==> config.mk <==
export PLATFORM = sky130hd
export DESIGN_NAME = v_instr_encoder
export DESIGN_NICKNAME = d
export VERILOG_FILES = /design/src/rtl/v_pkg.sv /design/src/rtl/v_instr_pack.sv /design/src/rtl/v_instr_encoder.sv
export SDC_FILE = /design/constraint.sdc
export NUM_CORES = 1
export LEC_CHECK = 0
export BUFFER_PORTS_ARGS = -buffer_cell sky130_fd_sc_hd__buf_2
export CORE_MARGIN = 5
export CORE_UTILIZATION = 54
export CTS_CLUSTER_SIZE = 25
export DETAILED_ROUTE_END_ITERATION = 6
export MAX_ROUTING_LAYER = met4
export PLACE_DENSITY_LB_ADDON = 0.15
export SLEW_MARGIN = 20
export SYNTH_ARGS = -nofsm -noshare
export SYNTH_HDL_FRONTEND = slang
export SYNTH_SLANG_ARGS = --single-unit
==> constraint.sdc <==
create_clock -name clk -period 3.11 [get_ports clk]
set_input_delay 0.311 -clock clk [delete_from_list [all_inputs] [get_ports clk]]
set_output_delay 0.311 -clock clk [all_outputs]
set_load 0.02 [all_outputs]
==> src/rtl/v_pkg.sv <==
// Opcode, funct3 category and addressing-mode constants for RVV encoding,
// plus the request class and encoder state types shared by the encoder files.
package v_pkg;

   localparam logic [6:0] OPC_LTYPE = 7'b0000111;
   localparam logic [6:0] OPC_STYPE = 7'b0100111;
   localparam logic [6:0] OPC_RTYPE = 7'b1010111;
   localparam logic [2:0] OP_SET    = 3'b111;

   localparam logic [2:0] OPI_VV = 3'b000;
   localparam logic [2:0] OPM_VV = 3'b010;
   localparam logic [2:0] OPI_VI = 3'b011;
   localparam logic [2:0] OPI_VX = 3'b100;
   localparam logic [2:0] OPM_VX = 3'b110;

   localparam logic [1:0] MOP_UNIT      = 2'b00;
   localparam logic [1:0] MOP_IDX_UNORD = 2'b01;
   localparam logic [1:0] MOP_STRIDED   = 2'b10;
   localparam logic [1:0] MOP_IDX_ORD   = 2'b11;

   typedef enum logic [1:0] {
      CLS_ARITH  = 2'd0,
      CLS_LOAD   = 2'd1,
      CLS_STORE  = 2'd2,
      CLS_CONFIG = 2'd3
   } req_class_e;

   typedef enum logic [1:0] {
      S_IDLE     = 2'd0,
      S_EMIT_CFG = 2'd1,
      S_EMIT_OP  = 2'd2
   } enc_state_e;

endpackage

==> src/rtl/v_instr_pack.sv <==
// Combinational packing of latched request fields into one 32-bit RVV word;
// emit_cfg selects the vsetvli form, otherwise the class picks the op format.
module v_instr_pack
   import v_pkg::*;
(
   input  logic        emit_cfg,
   input  logic [1:0]  req_class,
   input  logic [5:0]  funct6,
   input  logic [2:0]  funct3,
   input  logic        vm,
   input  logic [4:0]  vd,
   input  logic [4:0]  f1,
   input  logic [4:0]  f2,
   input  logic [1:0]  mop,
   input  logic [2:0]  width,
   input  logic [10:0] zimm,
   input  logic [4:0]  avl,
   output logic [31:0] word
);

   always_comb begin
      word = '0;
      if (emit_cfg) begin
         word = {1'b0, zimm, avl, OP_SET, 5'b00000, OPC_RTYPE};
      end else begin
         case (req_class)
            CLS_ARITH: word = {funct6, vm, f2, f1, funct3, vd, OPC_RTYPE};
            CLS_LOAD:  word = {3'b000, 1'b0, mop, vm, f2, f1, width, vd, OPC_LTYPE};
            CLS_STORE: word = {3'b000, 1'b0, mop, vm, f2, f1, width, vd, OPC_STYPE};
            default:   word = '0;
         endcase
      end
   end

endmodule

==> src/rtl/v_instr_encoder.sv <==
// Turns vector requests into RVV words, inserting a vsetvli when the vtype changes.
// One word per cycle when instr_ready is high; req_ready drops while a word is stalled.
module v_instr_encoder
   import v_pkg::*;
(
   input  logic        clk,
   input  logic        rst,
   input  logic        req_valid,
   output logic        req_ready,
   input  logic [1:0]  req_class,
   input  logic [5:0]  req_funct6,
   input  logic [2:0]  req_funct3,
   input  logic        req_vm,
   input  logic [4:0]  req_vd,
   input  logic [4:0]  req_f1,
   input  logic [4:0]  req_f2,
   input  logic [1:0]  req_mop,
   input  logic [2:0]  req_width,
   input  logic [10:0] req_zimm,
   input  logic [4:0]  req_avl,
   output logic [31:0] instr,
   output logic        instr_valid,
   input  logic        instr_ready,
   output logic        err,
   output logic [10:0] cur_vtype,
   output logic        cfg_known
);

   enc_state_e  state_q, state_d;
   logic [1:0]  cls_q;
   logic [5:0]  funct6_q;
   logic [2:0]  funct3_q;
   logic        vm_q;
   logic [4:0]  vd_q, f1_q, f2_q, avl_q;
   logic [1:0]  mop_q;
   logic [2:0]  width_q;
   logic [10:0] zimm_q;
   logic        err_d, cfg_upd;
   logic        accept, handshake, illegal, need_cfg;
   enc_state_e  accept_target;
   logic [31:0] packed_word;

   assign instr_valid = (state_q != S_IDLE);
   assign req_ready   = (state_q == S_IDLE) || ((state_q == S_EMIT_OP) && instr_ready);
   assign accept      = req_valid && req_ready;
   assign handshake   = instr_valid && instr_ready;

   // funct3=111 is the OPCFG category, never a legal arithmetic operand form
   assign illegal  = (req_class == CLS_ARITH) && (req_funct3 == OP_SET);
   assign need_cfg = !cfg_known || (req_zimm != cur_vtype);

   always_comb begin
      accept_target = S_IDLE;
      if (req_class == CLS_CONFIG)
         accept_target = S_EMIT_CFG;
      else if (!illegal)
         accept_target = need_cfg ? S_EMIT_CFG : S_EMIT_OP;
   end

   always_comb begin
      state_d = state_q;
      err_d   = accept && illegal;
      cfg_upd = 1'b0;
      case (state_q)
         S_IDLE: begin
            if (accept)
               state_d = accept_target;
         end
         S_EMIT_CFG: begin
            if (handshake) begin
               cfg_upd = 1'b1;
               state_d = (cls_q == CLS_CONFIG) ? S_IDLE : S_EMIT_OP;
            end
         end
         S_EMIT_OP: begin
            if (handshake)
               state_d = accept ? accept_target : S_IDLE;
         end
         default: state_d = S_IDLE;
      endcase
   end

   always_ff @(posedge clk or posedge rst) begin
      if (rst) begin
         state_q   <= S_IDLE;
         err       <= 1'b0;
         cur_vtype <= '0;
         cfg_known <= 1'b0;
         cls_q     <= '0;
         funct6_q  <= '0;
         funct3_q  <= '0;
         vm_q      <= 1'b0;
         vd_q      <= '0;
         f1_q      <= '0;
         f2_q      <= '0;
         mop_q     <= '0;
         width_q   <= '0;
         zimm_q    <= '0;
         avl_q     <= '0;
      end else begin
         state_q <= state_d;
         err     <= err_d;
         if (cfg_upd) begin
            cur_vtype <= zimm_q;
            cfg_known <= 1'b1;
         end
         if (accept) begin
            cls_q    <= req_class;
            funct6_q <= req_funct6;
            funct3_q <= req_funct3;
            vm_q     <= req_vm;
            vd_q     <= req_vd;
            f1_q     <= req_f1;
            f2_q     <= req_f2;
            mop_q    <= req_mop;
            width_q  <= req_width;
            zimm_q   <= req_zimm;
            avl_q    <= req_avl;
         end
      end
   end

   v_instr_pack u_pack (
      .emit_cfg  (state_q == S_EMIT_CFG),
      .req_class (cls_q),
      .funct6    (funct6_q),
      .funct3    (funct3_q),
      .vm        (vm_q),
      .vd        (vd_q),
      .f1        (f1_q),
      .f2        (f2_q),
      .mop       (mop_q),
      .width     (width_q),
      .zimm      (zimm_q),
      .avl       (avl_q),
      .word      (packed_word)
   );

   assign instr = instr_valid ? packed_word : 32'h0;

endmodule

==> impl.org <==
** Outcome
- The flow ran to the end, and the final reports show no timing, DRC or antenna violations.

** Power
- The worst-case IR drop observed on VDD is 0.6179 mV.
- Power density cells :: 1099 mW/mm2
- The analysis attributes to cell leakage a power of 2.072 nW.
- Final Power :: ~0.0041 W

** STA
- Setup violations remaining at the end of the flow were counted as 0.
- Setup repair after global routing missed its margin :: false
- Fmax :: 0.3988 GHz
- The number of pins exceeding their max-slew limit in the final report came to 0.
- Worst slew margin :: 0.4908
- For the final database, setup skew stands at ~5.7 ps.
- Time the final worst path needs with I/O delays and setup :: 2507 ps
- The hold violation total from the final report is 0.
- Dividing the final minimum period by the clock period gives 0.8063.
- Post-Route Setup TNS :: 0 ps
- For the pin with the worst max-slew slack, the measured transition is 762.1 ps.
- Across all hold checks on the routed design, the worst slack comes to 77.15 ps.

** Min path
- Worst min path class :: in -> async

** Job
- Number of max-cap violations :: 0

** Cells and area
- Antenna diode instance count :: 0
- Leading cell type in the layout, fill and taps excluded :: sky130_fd_sc_hd__nand2_1
- FF+latch area :: 0.001577 mm2
- Commonest cells after routing, fill and taps aside :: sky130_fd_sc_hd__nand2_1 (150), sky130_fd_sc_hd__buf_2 (97), sky130_fd_sc_hd__dfrtp_1 (63), sky130_fd_sc_hd__a22o_1 (14), sky130_fd_sc_hd__clkbuf_8 (13)
- Once layout is complete, the utilization of the core stands at 0.6767.
- Fin cells :: roughly 500
- Area growth from synthesis to layout :: 21.91%
- After filler insertion, the fill cell instance count of the layout stands at 496.
- In the final layout, the share of cells above drive strength 1 is 0.3192.
- In the final design database the tool counted 473 nets.
- The multi-input combinational cells in the finished layout cover a total of 0.001315 mm2.

** Synth
- Avg Synthesized Cell Area :: 9.178 um2
- Share of synthesized area occupied by flip-flops and latches :: 0.5189
- For this run, the number of Yosys warnings is 0.
- The compound-gate portion of the synthesized area came to 0.07084.
- Post-synthesis register bit count :: 63
- Mapped cell area :: 0.003038 mm2
- Multiplexer share of the synthesized area :: 0.06837
- Of the total synthesized cell area, the portion taken by AND, OR, NAND and NOR gates is 0.2595.
- Combinational family with the most area after synthesis :: simple AND/OR/NAND/NOR gates
- Synthesis produced 331 cells.
- Of the total synthesized cell area, the portion taken by XOR and XNOR cells is 0.03171.
- Number of nets in the synthesized netlist :: 383
- The netlist uses 33 different library cells.
- Of the total synthesized cell area, the portion taken by full adders, half adders and majority gates is 0.

** Routing
- DRC Markers :: 0
- Routed via count divided by cell count :: 5.064
- For this run, the detailed router's first-pass iteration total came to 4.
- Routed len/inst :: 14.42 um
- The routed layout has 2522 vias.
- Wires add up to just over 7 mm.
- In this run the remaining antenna-violating nets after routing total 0.
- 1st-iter DRT viols :: approximately 150

** Worst setup path
- Launching point of the worst reg2reg path :: state_q[1]
- Start point of the critical path :: state_q[1]
- CP endpoint :: instr[4]
- The signal on the critical path passes through nor3b_1 -> or2_2 -> buf_2.
- CP arrival :: 2200 ps
- Critical path data required time :: between 2000 and 3000 ps
- The cell family contributing the most delay on the critical path is simple AND/OR/NAND/NOR gates.
- The worst setup path is captured at an output pin.
- Category of the critical setup timing path :: reg -> out
- Number of cells traversed by the worst register-to-register path :: 5
- The worst setup path is launched from a flop.
- Setup slack on the worst reg-to-reg path comes out at 1180 ps.
- Max stage delay cell, worst path :: sky130_fd_sc_hd__dfrtp_1
- Worst-path fanout max :: 20
- Worst Path Buf+Inv :: 1
- Number of logic stages on the critical path including buffering :: 3
- Delay of the slowest critical-path stage :: 760 ps
- The endpoint identified for the worst register-to-register timing path is f2_q[4].

** Clocking
- TritonCTS buffer count :: 9
- After clock tree synthesis, the clock-pin slew on the worst setup and hold paths is approximately 70 ps.
- In this run the number of H-tree levels came out at 3.
- In this run the post-CTS setup repair buffer count came out at 0.
- In this run, post-CTS hold repair placed 0 buffers.
- Clk Tree Root Cell :: sky130_fd_sc_hd__clkbuf_8
- Clock Sink Count :: 63
- The clock reaches the later pin of the worst-skew pair after 330 ps.
- Once the clock tree was built, the resizer swapped 0 gates to a different size.
- TritonCTS built the clock tree.
- No sink is reached through more buffers than the 2 on the longest clock path.

** Floorplan
- between 90 and 100 I/O pins were placed.
- Measured along the y axis, the die boundary spans around 85 um.
- The floorplan step set the die width to 85.01 um.
- Initial Utilization :: 0.5551
- Placeable core area :: 0.005473 mm2
- Area of the die :: 0.007226 mm2
- Number of rows in the core area :: 27

** Placed design
- Number of placed cells counting well taps :: slightly below 500
- Quantity of I/O buffers inserted on ports :: 97
- Routability-driven placement finished with a final weighted congestion of ~0.86.
- The HPWL after detailed placement is 5.214 mm.

** Global route
- Global-route wire length before repair :: between 10 and 15 mm
- The via count of the first global-routing pass came to 2476.
- In the global route stage, overall resource usage came out at 0.2129.
- Entering global routing, the biggest net connects 33 pins.
- The initial antenna violation count came to 0.
- Total overflow reported by the global router :: 0
-- metrics by stage --
stage | area (um2) | worst slack [ps]
CTS | 3704 | 541.8
global placement | 3508 | 946.7
floorplan | 3038 | 1229
global route | 3704 | 430.0
finish | 3704 | 602.6
detailed placement | 3508 | 908.4
-- cell usage after synthesis --
cell / number / area share
sky130_fd_sc_hd__a22o_1: 14 / 0.040
sky130_fd_sc_hd__conb_1: 1 / 0.0012
sky130_fd_sc_hd__dfrtp_1: 63 / 0.52
sky130_fd_sc_hd__inv_1: 2 / 0.0025
sky130_fd_sc_hd__nand2_1: 151 / 0.19
sky130_fd_sc_hd__buf_6: 3 / 0.011
sky130_fd_sc_hd__o21ai_0: 3 / 0.0049
sky130_fd_sc_hd__buf_2: 9 / 0.015
sky130_fd_sc_hd__or2_2: 2 / 0.0041
sky130_fd_sc_hd__nand4_1: 4 / 0.0082
sky130_fd_sc_hd__xnor2_1: 11 / 0.032
sky130_fd_sc_hd__or2b_1: 1 / 0.0025
sky130_fd_sc_hd__and2_1: 3 / 0.0062
sky130_fd_sc_hd__and3b_1: 1 / 0.0029
sky130_fd_sc_hd__inv_2: 1 / 0.0012
sky130_fd_sc_hd__buf_4: 6 / 0.015
sky130_fd_sc_hd__mux2_4: 9 / 0.044
sky130_fd_sc_hd__nor2_8: 1 / 0.0066
sky130_fd_sc_hd__nor2_1: 10 / 0.012
sky130_fd_sc_hd__and3_1: 5 / 0.010
sky130_fd_sc_hd__nand2_4: 1 / 0.0037
sky130_fd_sc_hd__nor4bb_1: 1 / 0.0033
sky130_fd_sc_hd__a32oi_1: 1 / 0.0029
sky130_fd_sc_hd__nand2b_1: 2 / 0.0041
sky130_fd_sc_hd__a21oi_1: 7 / 0.012
sky130_fd_sc_hd__nor2b_1: 3 / 0.0062
sky130_fd_sc_hd__a21bo_2: 1 / 0.0033
sky130_fd_sc_hd__mux2_2: 2 / 0.0074
sky130_fd_sc_hd__o2bb2ai_1: 2 / 0.0058
sky130_fd_sc_hd__clkbuf_1: 4 / 0.0049
sky130_fd_sc_hd__nor3b_1: 1 / 0.0025
sky130_fd_sc_hd__o22ai_1: 1 / 0.0021
sky130_fd_sc_hd__mux2i_1: 5 / 0.016
-- cells by family after synthesis --
logic type,Yosys count
other,1
buffers and inverters,25
DFF,63
muxes,16
AOI/OAI and AO/OA,29
xor gates and xnor gates,11
and+or+nand+nor,186
-- worst register-to-register path, delay by kind of cell, from the launching register on --
kind,cells,cell delay [ps]
buf+inv,1,350
flops,1,620
simple gates,4,900
-- layer usage --
metal  global-route usage  vias up  part of all wire  wire length, um
met5                    -        -                 0                0
met4              0.07482        0             0.013               93
met3              0.06117       10             0.065              467
met2               0.3171       74              0.48             3459
met1               0.2790     1198              0.44             3162
li1                     -     1240                 -                -
-- where the power goes --
group | leakage, nW | switching (W) | internal [W]
combinational | 1.20 | 0.00110 | 0.000749
sequential | 0.776 | 0.000340 | 0.00120
clock | 0.0987 | 0.000302 | 0.000376
-- sequential cells by signal (all words and copies together), names as in the netlist --
signal,cells
cur_vtype,11
zimm_q,11
funct6_q,6
avl_q,5
f1_q,5
f2_q,5
vd_q,5
funct3_q,3
width_q,3
cls_q,2
mop_q,2
state_q,2
cfg_known,1
err,1
vm_q,1
-- worst min path at each step --
stage,from,to,slack (ps),cells past startpoint
floorplan,req_avl[0],avl_q[0],420,2
global placement,rst,f2_q[0],440,2
detailed placement,rst,f2_q[0],440,2
CTS,rst,f2_q[0],80,2
global route,rst,f2_q[0],130,2
finish,rst,zimm_q[1],80,2
-- final cells by class --
| cell class | instances | area share |
|---|---|---|
| Clock buffer | 14 | 0.04932 |
| Clock inverter | 2 | 0.003378 |
| Inverter | 3 | 0.003041 |
| Sequential cell | 63 | 0.4257 |
| Multi-Input combinational cell | 243 | 0.3551 |
| Tap cell | 72 | 0.02432 |
| Timing Repair Buffer | 101 | 0.1392 |
(Power assumes the default switching activity.)
